$ cat src/rtl/calc_pkg.sv
// Shared encodings for the calculator entry path: FSM states, operator codes
// and bit positions on the conditioned input bus.
package calc_pkg;

    typedef enum logic [1:0] {
        S_A   = 2'd0,
        S_B   = 2'd1,
        S_RES = 2'd2
    } state_e;

    typedef enum logic [1:0] {
        OP_ADD = 2'd0,
        OP_SUB = 2'd1,
        OP_MUL = 2'd2
    } op_e;

    localparam int IDX_ADD = 0;
    localparam int IDX_SUB = 1;
    localparam int IDX_MUL = 2;
    localparam int IDX_EQ  = 3;
    localparam int IDX_DLO = 4;
    localparam int IDX_DHI = 7;
    localparam int IDX_ENT = 8;

endpackage

$ cat src/rtl/calc_alu.sv
// Combinational arithmetic on two unsigned W-bit operands; 2W-bit magnitude
// plus a sign flag for subtraction.
module calc_alu
    import calc_pkg::*;
#(
    parameter int W = 8
) (
    input  logic [W-1:0]   opa_i,
    input  logic [W-1:0]   opb_i,
    input  op_e            op_i,
    output logic [2*W-1:0] mag_o,
    output logic           neg_o
);

    logic [2*W-1:0] a_ext;
    logic [2*W-1:0] b_ext;

    assign a_ext = {{W{1'b0}}, opa_i};
    assign b_ext = {{W{1'b0}}, opb_i};

    always_comb begin
        mag_o = '0;
        neg_o = 1'b0;
        case (op_i)
            OP_ADD: mag_o = a_ext + b_ext;
            OP_SUB: begin
                // Report magnitude and carry the sign separately for the display.
                neg_o = (opa_i < opb_i);
                mag_o = neg_o ? (b_ext - a_ext) : (a_ext - b_ext);
            end
            OP_MUL: mag_o = a_ext * b_ext;
            default: mag_o = '0;
        endcase
    end

endmodule

$ cat src/rtl/calc_entry_fsm.sv
// Operand/operator entry controller: builds two hex operands from ENTER pulses,
// latches an operator and holds the computed result for the display stage.
module calc_entry_fsm
    import calc_pkg::*;
#(
    parameter int W = 8
) (
    input  logic           clk,
    input  logic           rst,
    input  logic [8:0]     in,
    output logic [2*W-1:0] disp,
    output logic           neg,
    output logic           res_valid,
    output logic [1:0]     state,
    output logic [1:0]     op
);

    state_e         state_q;
    op_e            op_q;
    logic [W-1:0]   opa_q;
    logic [W-1:0]   opb_q;
    logic [2*W-1:0] res_q;
    logic           neg_q;

    logic [3:0]     digit;
    logic           cmd_eq;
    logic           cmd_ent;
    logic           cmd_opr;
    op_e            cmd_op;
    logic [W+3:0]   opa_sh;
    logic [W+3:0]   opb_sh;
    logic [2*W-1:0] alu_mag;
    logic           alu_neg;

    // EQUALS > ENTER > MUL > SUB > ADD; lower-priority pulses are dropped.
    assign digit   = in[IDX_DHI:IDX_DLO];
    assign cmd_eq  = in[IDX_EQ];
    assign cmd_ent = in[IDX_ENT] & ~cmd_eq;
    assign cmd_opr = ~cmd_eq & ~in[IDX_ENT] & (in[IDX_MUL] | in[IDX_SUB] | in[IDX_ADD]);

    always_comb begin
        cmd_op = OP_ADD;
        if (in[IDX_MUL])      cmd_op = OP_MUL;
        else if (in[IDX_SUB]) cmd_op = OP_SUB;
    end

    assign opa_sh = {opa_q, digit};
    assign opb_sh = {opb_q, digit};

    calc_alu #(.W(W)) u_alu (
        .opa_i (opa_q),
        .opb_i (opb_q),
        .op_i  (op_q),
        .mag_o (alu_mag),
        .neg_o (alu_neg)
    );

    always_ff @(posedge clk or negedge rst) begin
        if (!rst) begin
            state_q <= S_A;
            op_q    <= OP_ADD;
            opa_q   <= '0;
            opb_q   <= '0;
            res_q   <= '0;
            neg_q   <= 1'b0;
        end else begin
            case (state_q)
                S_A: begin
                    if (cmd_eq) begin
                        opa_q <= '0;
                    end else if (cmd_ent) begin
                        opa_q <= opa_sh[W-1:0];
                    end else if (cmd_opr) begin
                        op_q    <= cmd_op;
                        opb_q   <= '0;
                        state_q <= S_B;
                    end
                end
                S_B: begin
                    if (cmd_eq) begin
                        res_q   <= alu_mag;
                        neg_q   <= alu_neg;
                        state_q <= S_RES;
                    end else if (cmd_ent) begin
                        opb_q <= opb_sh[W-1:0];
                    end else if (cmd_opr) begin
                        op_q <= cmd_op;
                    end
                end
                S_RES: begin
                    if (cmd_eq) begin
                        op_q    <= OP_ADD;
                        opa_q   <= '0;
                        opb_q   <= '0;
                        res_q   <= '0;
                        neg_q   <= 1'b0;
                        state_q <= S_A;
                    end else if (cmd_ent) begin
                        opa_q   <= {{(W-4){1'b0}}, digit};
                        opb_q   <= '0;
                        res_q   <= '0;
                        neg_q   <= 1'b0;
                        state_q <= S_A;
                    end
                end
                default: begin
                    state_q <= S_A;
                    op_q    <= OP_ADD;
                    opa_q   <= '0;
                    opb_q   <= '0;
                    res_q   <= '0;
                    neg_q   <= 1'b0;
                end
            endcase
        end
    end

    always_comb begin
        disp = '0;
        case (state_q)
            S_A:     disp = {{W{1'b0}}, opa_q};
            S_B:     disp = {{W{1'b0}}, opb_q};
            S_RES:   disp = res_q;
            default: disp = '0;
        endcase
    end

    assign res_valid = (state_q == S_RES);
    assign neg       = res_valid & neg_q;
    assign state     = state_q;
    assign op        = op_q;

endmodule

$ cat config.mk
export PLATFORM = sky130hd
export DESIGN_NAME = calc_entry_fsm
export DESIGN_NICKNAME = d
export VERILOG_FILES = /design/src/rtl/calc_pkg.sv /design/src/rtl/calc_alu.sv /design/src/rtl/calc_entry_fsm.sv
export SDC_FILE = /design/constraint.sdc
export NUM_CORES = 1
export LEC_CHECK = 0
export BUFFER_PORTS_ARGS = -buffer_cell sky130_fd_sc_hd__buf_2
export CORE_UTILIZATION = 45
export DETAILED_ROUTE_END_ITERATION = 7
export SLEW_MARGIN = 10
export SYNTH_ARGS = -nofsm -noshare
export SYNTH_HDL_FRONTEND = slang
export SYNTH_HIERARCHICAL = 1
export SYNTH_SLANG_ARGS = --single-unit
export TNS_END_PERCENT = 30
$ cat constraint.sdc
create_clock -name clk -period 6.6 [get_ports clk]
set_clock_uncertainty 0.1 [all_clocks]
set_input_delay 0.33 -clock clk [delete_from_list [all_inputs] [get_ports clk]]
set_output_delay 0.33 -clock clk [all_outputs]
set_load 0.005 [all_outputs]
==> results of run 1 <==
cells in the mapped netlist, types with 3 or more instances:
cell and n:
sky130_fd_sc_hd__a211o_1 3, sky130_fd_sc_hd__a211oi_1 6, sky130_fd_sc_hd__a21o_1 6, sky130_fd_sc_hd__a21oi_1 40, sky130_fd_sc_hd__a22o_1 15, sky130_fd_sc_hd__a22o_2 10
sky130_fd_sc_hd__and2_1 14, sky130_fd_sc_hd__buf_2 4, sky130_fd_sc_hd__buf_6 4, sky130_fd_sc_hd__clkbuf_1 9, sky130_fd_sc_hd__dfrtp_1 37, sky130_fd_sc_hd__fa_1 39
sky130_fd_sc_hd__ha_1 60, sky130_fd_sc_hd__inv_1 79, sky130_fd_sc_hd__mux2i_1 7, sky130_fd_sc_hd__nand2_1 50, sky130_fd_sc_hd__nand2b_1 3, sky130_fd_sc_hd__nand3_1 3
sky130_fd_sc_hd__nor2_1 66, sky130_fd_sc_hd__nor2b_1 20, sky130_fd_sc_hd__nor3_1 4, sky130_fd_sc_hd__o211ai_1 5, sky130_fd_sc_hd__o21a_1 4, sky130_fd_sc_hd__o21ai_0 44
sky130_fd_sc_hd__o22ai_1 5, sky130_fd_sc_hd__or3_1 4, sky130_fd_sc_hd__or4_1 3, sky130_fd_sc_hd__xnor2_1 12, sky130_fd_sc_hd__xor2_1 5
sequential cells by signal, summed over array words and instances, names as in the netlist:
name   flops
opb_q      8
neg_q      1
res_q     16
opa_q      8
op         2
state      2
routing by layer:
metal / vias up / share of wire (%) / wire length [µm] / GRT usage (%)
met2: 109 / 46 / 6160 / 39.4
met5: - / 0 / 0 / 0
met4: 0 / 1.1 / 148 / 4.50
li1: 2043 / - / - / -
met1: 2105 / 49 / 6510 / 34.9
met3: 12 / 3.8 / 501 / 2.60
cell type report:
type                       instances  area (µm²)  area share (%)
multi-input combinational        460        3670            69.0
tap                              140         175            3.30
timing repair buffer              32         160            3.01
clock inverter                     2        10.0           0.188
sequential                        37         926            17.4
clock buffer                       6        72.6            1.37
inverter                          81         304            5.72
metrics by stage:
step	utilization [%]	hold WS (ps)	cells	total power (µW)	area, µm²
after floorplan	-	-65.6	599	601	5020
after global placement	48.3	365	750	699	5230
after detailed placement	48.3	383	750	709	5230
after CTS	49.0	65.1	758	874	5310
after global routing	49.0	102	758	934	5310
final	49.0	42.5	758	875	5310
logic make-up (layout without fill, tap and decap cells):
kind of cell,Yosys count,count (layout)
and+or+nand+nor,179,179
xor gates and xnor gates,17,17
muxes,8,8
DFF,37,37
adders and majority gates,99,99
buffers and inverters,102,121
AOI/OAI and AO/OA,157,157
path summary, 6_finish.rpt:
kind,slack [ps],startpoint,endpoint,depth (start not counted)
max,1600,opa_q[1],res_q[12],17
min,40,rst,res_q[13],1
max reg2reg,1600,opa_q[1],res_q[12],17
min in group clk,170,in[7],opb_q[3],2
min reg2reg,400,res_q[13],res_q[13],1
max in group asynchronous,5800,rst,res_q[2],1
power by group:
| part | switching [µW] | internal [µW] | total [µW] |
|---|---|---|---|
| logic | 224 | 160 | 384 |
| registers | 64.8 | 263 | 328 |
| clock network | 89.2 | 73.4 | 163 |
| total | 378 | 497 | 875 |
worst max-delay path: stages, from the launching register on:
cell	delay [ps]
sky130_fd_sc_hd__dfrtp_1	530
sky130_fd_sc_hd__inv_1	310
sky130_fd_sc_hd__nor2_1	110
sky130_fd_sc_hd__fa_1	460
sky130_fd_sc_hd__fa_1	540
sky130_fd_sc_hd__inv_1	50
sky130_fd_sc_hd__fa_1	470
sky130_fd_sc_hd__fa_1	540
sky130_fd_sc_hd__inv_1	40
sky130_fd_sc_hd__ha_1	330
sky130_fd_sc_hd__o21ai_0	100
sky130_fd_sc_hd__o21bai_1	100
sky130_fd_sc_hd__or4_1	470
sky130_fd_sc_hd__a41oi_1	270
sky130_fd_sc_hd__xnor2_1	150
sky130_fd_sc_hd__nand2_1	70
sky130_fd_sc_hd__a21oi_1	180
sky130_fd_sc_hd__a22o_2	140
==> flow_summary.json, run 1 <==
{
  "clk_latency_ps": 290,
  "timing_worst_setup_path_type": "flip-flop to flip-flop",
  "synth_compound_gate_area_share_pct": 21.0,
  "post_synthesis_mean_instance_area_um2": 8.38,
  "timing_worst_slew_pin_value_ps": 993,
  "synth_edf_count": 0,
  "final_nets": 727,
  "firstDrtPassIters": 6,
  "run_status": "finished clean",
  "hold_violations": 0,
  "worst_ep_arrival_ps": 5140,
  "synth-xor-area-share_pct": 2.97,
  "worstPathMaxFanout": 9,
  "p_leak_uw": 0.00263,
  "pwr_density_cell_mw_per_mm2": 165,
  "drive_gt1_share_pct": 10.2,
  "number_of_buffers_added_by_the_clock_tree_synthesis_step": 5,
  "grt_pass1_vias": 4219,
  "crit_path_end_kind": "flip-flop",
  "slew_margin_rel_pct": 33.8,
  "antenna_found_initial": 0,
  "place_ws_ps": 1580,
  "fp-row-count": 38,
  "core_mm2": 0.0108,
  "initial_utilization_pct": 46.3,
  "ctsRootBufferMaster": "sky130_fd_sc_hd__clkbuf_8",
  "synth_largest_area_cell": "sky130_fd_sc_hd__dfrtp_1",
  "synth.mux.area_fraction_pct": 1.62,
  "area_delta_synth_final_pct": 5.91,
  "synth_fa_ha_area_share_pct": 30.5,
  "synth_cell_type_count": 61,
  "avg_wl_per_cell_um": 17.6,
  "cts-htree-levels": 2,
  "final_period_util_pct": 75.8,
  "top_level_ports": 33,
  "dieWidth_um": 108,
  "setup_viol_count_final": 0,
  "rsz_0062_raised_after_global_routing": "false",
  "tritoncts": "done",
  "yosys-top-cells-area": "sky130_fd_sc_hd__dfrtp_1 18%, sky130_fd_sc_hd__fa_1 16%, sky130_fd_sc_hd__ha_1 15%",
  "layout_min_cycle_time_ps": 5000,
  "synth_area_mm2": 0.00502,
  "final_cell_mix": "79 x sky130_fd_sc_hd__inv_1, 66 x sky130_fd_sc_hd__nor2_1, 60 x sky130_fd_sc_hd__ha_1",
  "globalplace.congestion": 0.951,
  "tns_ps": 0,
  "postCtsSetupBuffers": 0,
  "synth_simple_gate_area_share_pct": 16.9,
  "crit_required_ps": 6730,
  "timing.final.ws_setup_ps": 1600,
  "ys_async_sr_fraction_pct": 100,
  "path_clk_slew_ps": 80,
  "synthesis.yosys.warnings": 6,
  "antenna_left": 0,
  "wirelength_um": 13300,
  "ys.flop_type": "sky130_fd_sc_hd__dfrtp_1",
  "num_antenna_cells": 0,
  "die_area_mm2": 0.0116,
  "remaining_drc_errors": 0,
  "total_of_flip_flops_plus_latches_after_synthesis": 37,
  "route.vias.total": 4269,
  "worstHoldPathType": "input port to async pin",
  "synthesis.nets": 709,
  "detail_route.iter0.violations": 266,
  "synth_seq_area_share_pct": 18.5,
  "vias_per_cell": 5.63,
  "slew_viol_final": 0,
  "crit_path_start_kind": "flip-flop",
  "synthesized_instance_count": 599,
  "global_route_wire_length_before_repair_um": 21800,
  "portBuffers": 32,
  "max_freq_mhz": 200,
  "cts_hold_repair.buffers": 0,
  "post_cts_resize_count": 0,
  "drv.max_cap_violation_count": 0,
  "die_outline_height_um": 108,
  "track_usage_pct": 24.3,
  "worst_ir_drop_vdd_uv": 123,
  "netlist.area_leader.share_pct": 18.5,
  "globalRouteOverflowTotal": 0,
  "place.detailed.hpwl_um": 10600,
  "numClockSinks": 37,
  "clockBufferDepth": 2,
  "final_common_cell": "sky130_fd_sc_hd__inv_1",
  "grt_max_degree": 38,
  "fillers": 1063,
  "dominant_combinational_cell_family_by_area_after_synthesis": "adder cells"
}
Note: power is estimated with default switching activity, not from simulation.
==> run 2, diff against run 1 <==
==> constraint.sdc (replaced) <==
create_clock -name clk -period 4.2 [get_ports clk]
set_clock_uncertainty 0.1 [all_clocks]
set_input_delay 0.21 -clock clk [delete_from_list [all_inputs] [get_ports clk]]
set_output_delay 0.21 -clock clk [all_outputs]
set_load 0.005 [all_outputs]
==> run 2 against run 1 <==
  * The run now ends with negative setup slack left
  * Sequential power grew 50%
  * Die area did not move
  * Non-clock buffer count up 76
  * Sequential cell count unchanged
  * Design area increased by 16%
  * First-iteration DRC count up 9.8%
  * Maximum frequency up 14%
  * Sequential share of layout area fell by 2.2 points
  * Via count increased by 7.0%
  * Global-route usage increased by 2.1 points
  * Worst setup slack lost 1800 ps
  * Register-to-register slack got worse by 1800 ps
  * Critical path type unchanged
  * Critical endpoint unchanged
  * Largest power group unchanged
==> flow_summary.json, run 2 (synthesis results as in run 1) <==
{
  "rsz_0062_raised_after_global_routing": "true",
  "timing.hold.worst.start": "in[5]",
  "seq_power_share_pct": 33.6,
  "drv.max_cap_violation_count": 0,
  "critPathMaxStageDelay_ps": 550,
  "pwr_density_cell_mw_per_mm2": 238,
  "timing_worst_slew_pin_value_ps": 888,
  "run_status": "complete, but fails checks",
  "detail_route.iter0.violations": 292,
  "globalRouteOverflowTotal": 0,
  "largest_register": "res_q",
  "final_cell_mix": "72 x sky130_fd_sc_hd__buf_4, 59 x sky130_fd_sc_hd__inv_1, 54 x sky130_fd_sc_hd__nor2_1",
  "crit_path_end_kind": "flip-flop",
  "fin_hold_ws_ps": 51.3,
  "vias_per_cell": 5.47,
  "place_ws_ps": -300,
  "report.power.total_uw": 1460,
  "layout_min_cycle_time_ps": 4390,
  "crit_required_ps": 4340,
  "clockBufferDepth": 2,
  "die_area_mm2": 0.0116,
  "final_common_cell": "sky130_fd_sc_hd__buf_4",
  "crit_slowest_cell": "sky130_fd_sc_hd__fa_1",
  "p_leak_uw": 0.00297,
  "drive_gt1_share_pct": 30.4,
  "die_outline_height_um": 108,
  "cp.buffers_inverters": 4,
  "cts-htree-levels": 2,
  "power.switching_uw": 620,
  "fillers": 1007,
  "pwr-share-clk_pct": 17.5,
  "worst_path_most_repeated_cell": "sky130_fd_sc_hd__fa_1",
  "antenna_found_initial": 0,
  "violations": "negative setup slack",
  "slew_margin_rel_pct": 40.8,
  "hold_violations": 0,
  "core_mm2": 0.0108,
  "place.detailed.hpwl_um": 12000,
  "ctsRootBufferMaster": "sky130_fd_sc_hd__clkbuf_8",
  "dieWidth_um": 108,
  "grt_max_degree": 38,
  "top_level_ports": 33,
  "path_clk_slew_ps": 80,
  "critPathTopFamily": "adder cells",
  "route.vias.total": 4566,
  "clk_latency_ps": 310,
  "reg.largest.list": "res_q: 16 flops, opa_q: 8 flops, opb_q: 8 flops",
  "setup_viol_count_final": 8,
  "timing.hold.worst_path_depth": 2,
  "r2r-end": "res_q[12]",
  "firstDrtPassIters": 6,
  "worstHoldPathType": "input port to flip-flop",
  "wirelength_um": 14800,
  "track_usage_pct": 26.4,
  "worst_ir_drop_vdd_uv": 173,
  "final_period_util_pct": 104,
  "reg2reg_depth": 16,
  "numClockSinks": 37,
  "internal-power_uw": 841,
  "globalplace.congestion": 0.969,
  "critical_path.reg2reg.startpoint": "opa_q[3]",
  "area_delta_synth_final_pct": 22.6,
  "tritoncts": "done",
  "timing_worst_setup_path_type": "flip-flop to flip-flop",
  "largest_reg_flops": 16,
  "worst_hold_path.endpoint": "opb_q[1]",
  "initial_utilization_pct": 46.3,
  "worst_ep_arrival_ps": 4520,
  "worstPathMaxFanout": 4,
  "avg_wl_per_cell_um": 17.7,
  "crit_path_cell_trace": "inv_4 -> buf_4 -> nor2_2 -> fa_1 -> fa_1 -> fa_1 -> inv_2 -> fa_1 -> inv_2 -> ha_4 -> or4_4 -> a41oi_2 -> xnor2_1 -> nand2_1 -> a21oi_2 -> a22o_2",
  "timing.final.ws_setup_ps": -186,
  "final_nets": 803,
  "crit_path_start_kind": "flip-flop",
  "global_route_wire_length_before_repair_um": 23000,
  "portBuffers": 32,
  "sw_frac_of_total_pct": 42.4,
  "num_antenna_cells": 0,
  "max_freq_mhz": 228,
  "number_of_buffers_added_by_the_clock_tree_synthesis_step": 5,
  "grt_pass1_vias": 4476,
  "antenna_left": 0,
  "remaining_drc_errors": 0,
  "pwr-share-comb_pct": 48.9,
  "slew_viol_final": 0,
  "fp-row-count": 38,
  "worst-r2r-setup-slack_ps": -190
}
## run 2: changes by cell type in the layout (fill, tap and decap cells not counted), moves of 10 or more
cell                      previous run  this run
sky130_fd_sc_hd__buf_4               0        72
sky130_fd_sc_hd__dfrtp_1            37        27
sky130_fd_sc_hd__dfrtp_2             0        10
sky130_fd_sc_hd__inv_1              79        59
sky130_fd_sc_hd__inv_2               0        14
sky130_fd_sc_hd__nor2_1             66        54
sky130_fd_sc_hd__nor2_2              2        12
## run 2: worst max-delay path by stage
stage | slack, ps | from | endpoint | depth (start not counted)
floorplan | 1 | opb_q[2] | res_q[12] | 17
global placement | -280 | opa_q[3] | res_q[11] | 16
detailed placement | -300 | opa_q[3] | res_q[11] | 16
CTS | -230 | opa_q[3] | res_q[12] | 15
global route | -310 | opb_q[4] | res_q[15] | 18
finish | -190 | opa_q[3] | res_q[12] | 16
## run 2: metal layers
metal | routed length (µm) | GRT usage, %
met3 | 684 | 4.18
met1 | 6590 | 34.5
met2 | 7060 | 44.1
met4 | 431 | 8.71
met5 | 0 | 0
## run 2: metrics by stage
stage | utilization (%) | setup TNS [ps] | cell area [µm²] | std cells
floorplan | - | 0 | 5120 | 599
global placement | 53.9 | -1490 | 5850 | 818
detailed placement | 53.9 | -1700 | 5850 | 818
CTS | 55.4 | -1400 | 6000 | 831
global route | 56.7 | -2020 | 6150 | 834
finish | 56.7 | -685 | 6150 | 834
## run 2: worst register-to-register path, stage by stage, from the launching register on
cell	delay, ps
sky130_fd_sc_hd__dfrtp_2	470
sky130_fd_sc_hd__inv_4	120
sky130_fd_sc_hd__buf_4	120
sky130_fd_sc_hd__nor2_2	30
sky130_fd_sc_hd__fa_1	550
sky130_fd_sc_hd__fa_1	420
sky130_fd_sc_hd__fa_1	500
sky130_fd_sc_hd__inv_2	40
sky130_fd_sc_hd__fa_1	540
sky130_fd_sc_hd__inv_2	50
sky130_fd_sc_hd__ha_4	150
sky130_fd_sc_hd__or4_4	510
sky130_fd_sc_hd__a41oi_2	180
sky130_fd_sc_hd__xnor2_1	140
sky130_fd_sc_hd__nand2_1	80
sky130_fd_sc_hd__a21oi_2	170
sky130_fd_sc_hd__a22o_2	130
## run 2: power groups by stage
stage	sequential [µW]	clock [µW]	combinational, µW
final	491	256	715
after global routing	498	275	774
after CTS	488	259	689
after detailed placement	494	0	678
after global placement	491	0	671
after floorplan	464	0	489
## run 2: area by class of cell
type,instances,area (µm²),area share [%]
multi-input combinational,460,3890,63.3
clock inverter,1,5.00,0.0814
timing repair buffer,108,744,12.1
sequential,37,938,15.3
clock buffer,7,76.3,1.24
tap,140,175,2.85
inverter,81,319,5.19
## run 2: what timing repair did
action,CTS,global route
buffers inserted,4,3
hold buffers,1,0
setup endpoints to repair,10,10
gates resized for setup,14,42
endpoints found under the hold margin,37,0
pin swaps,12,31
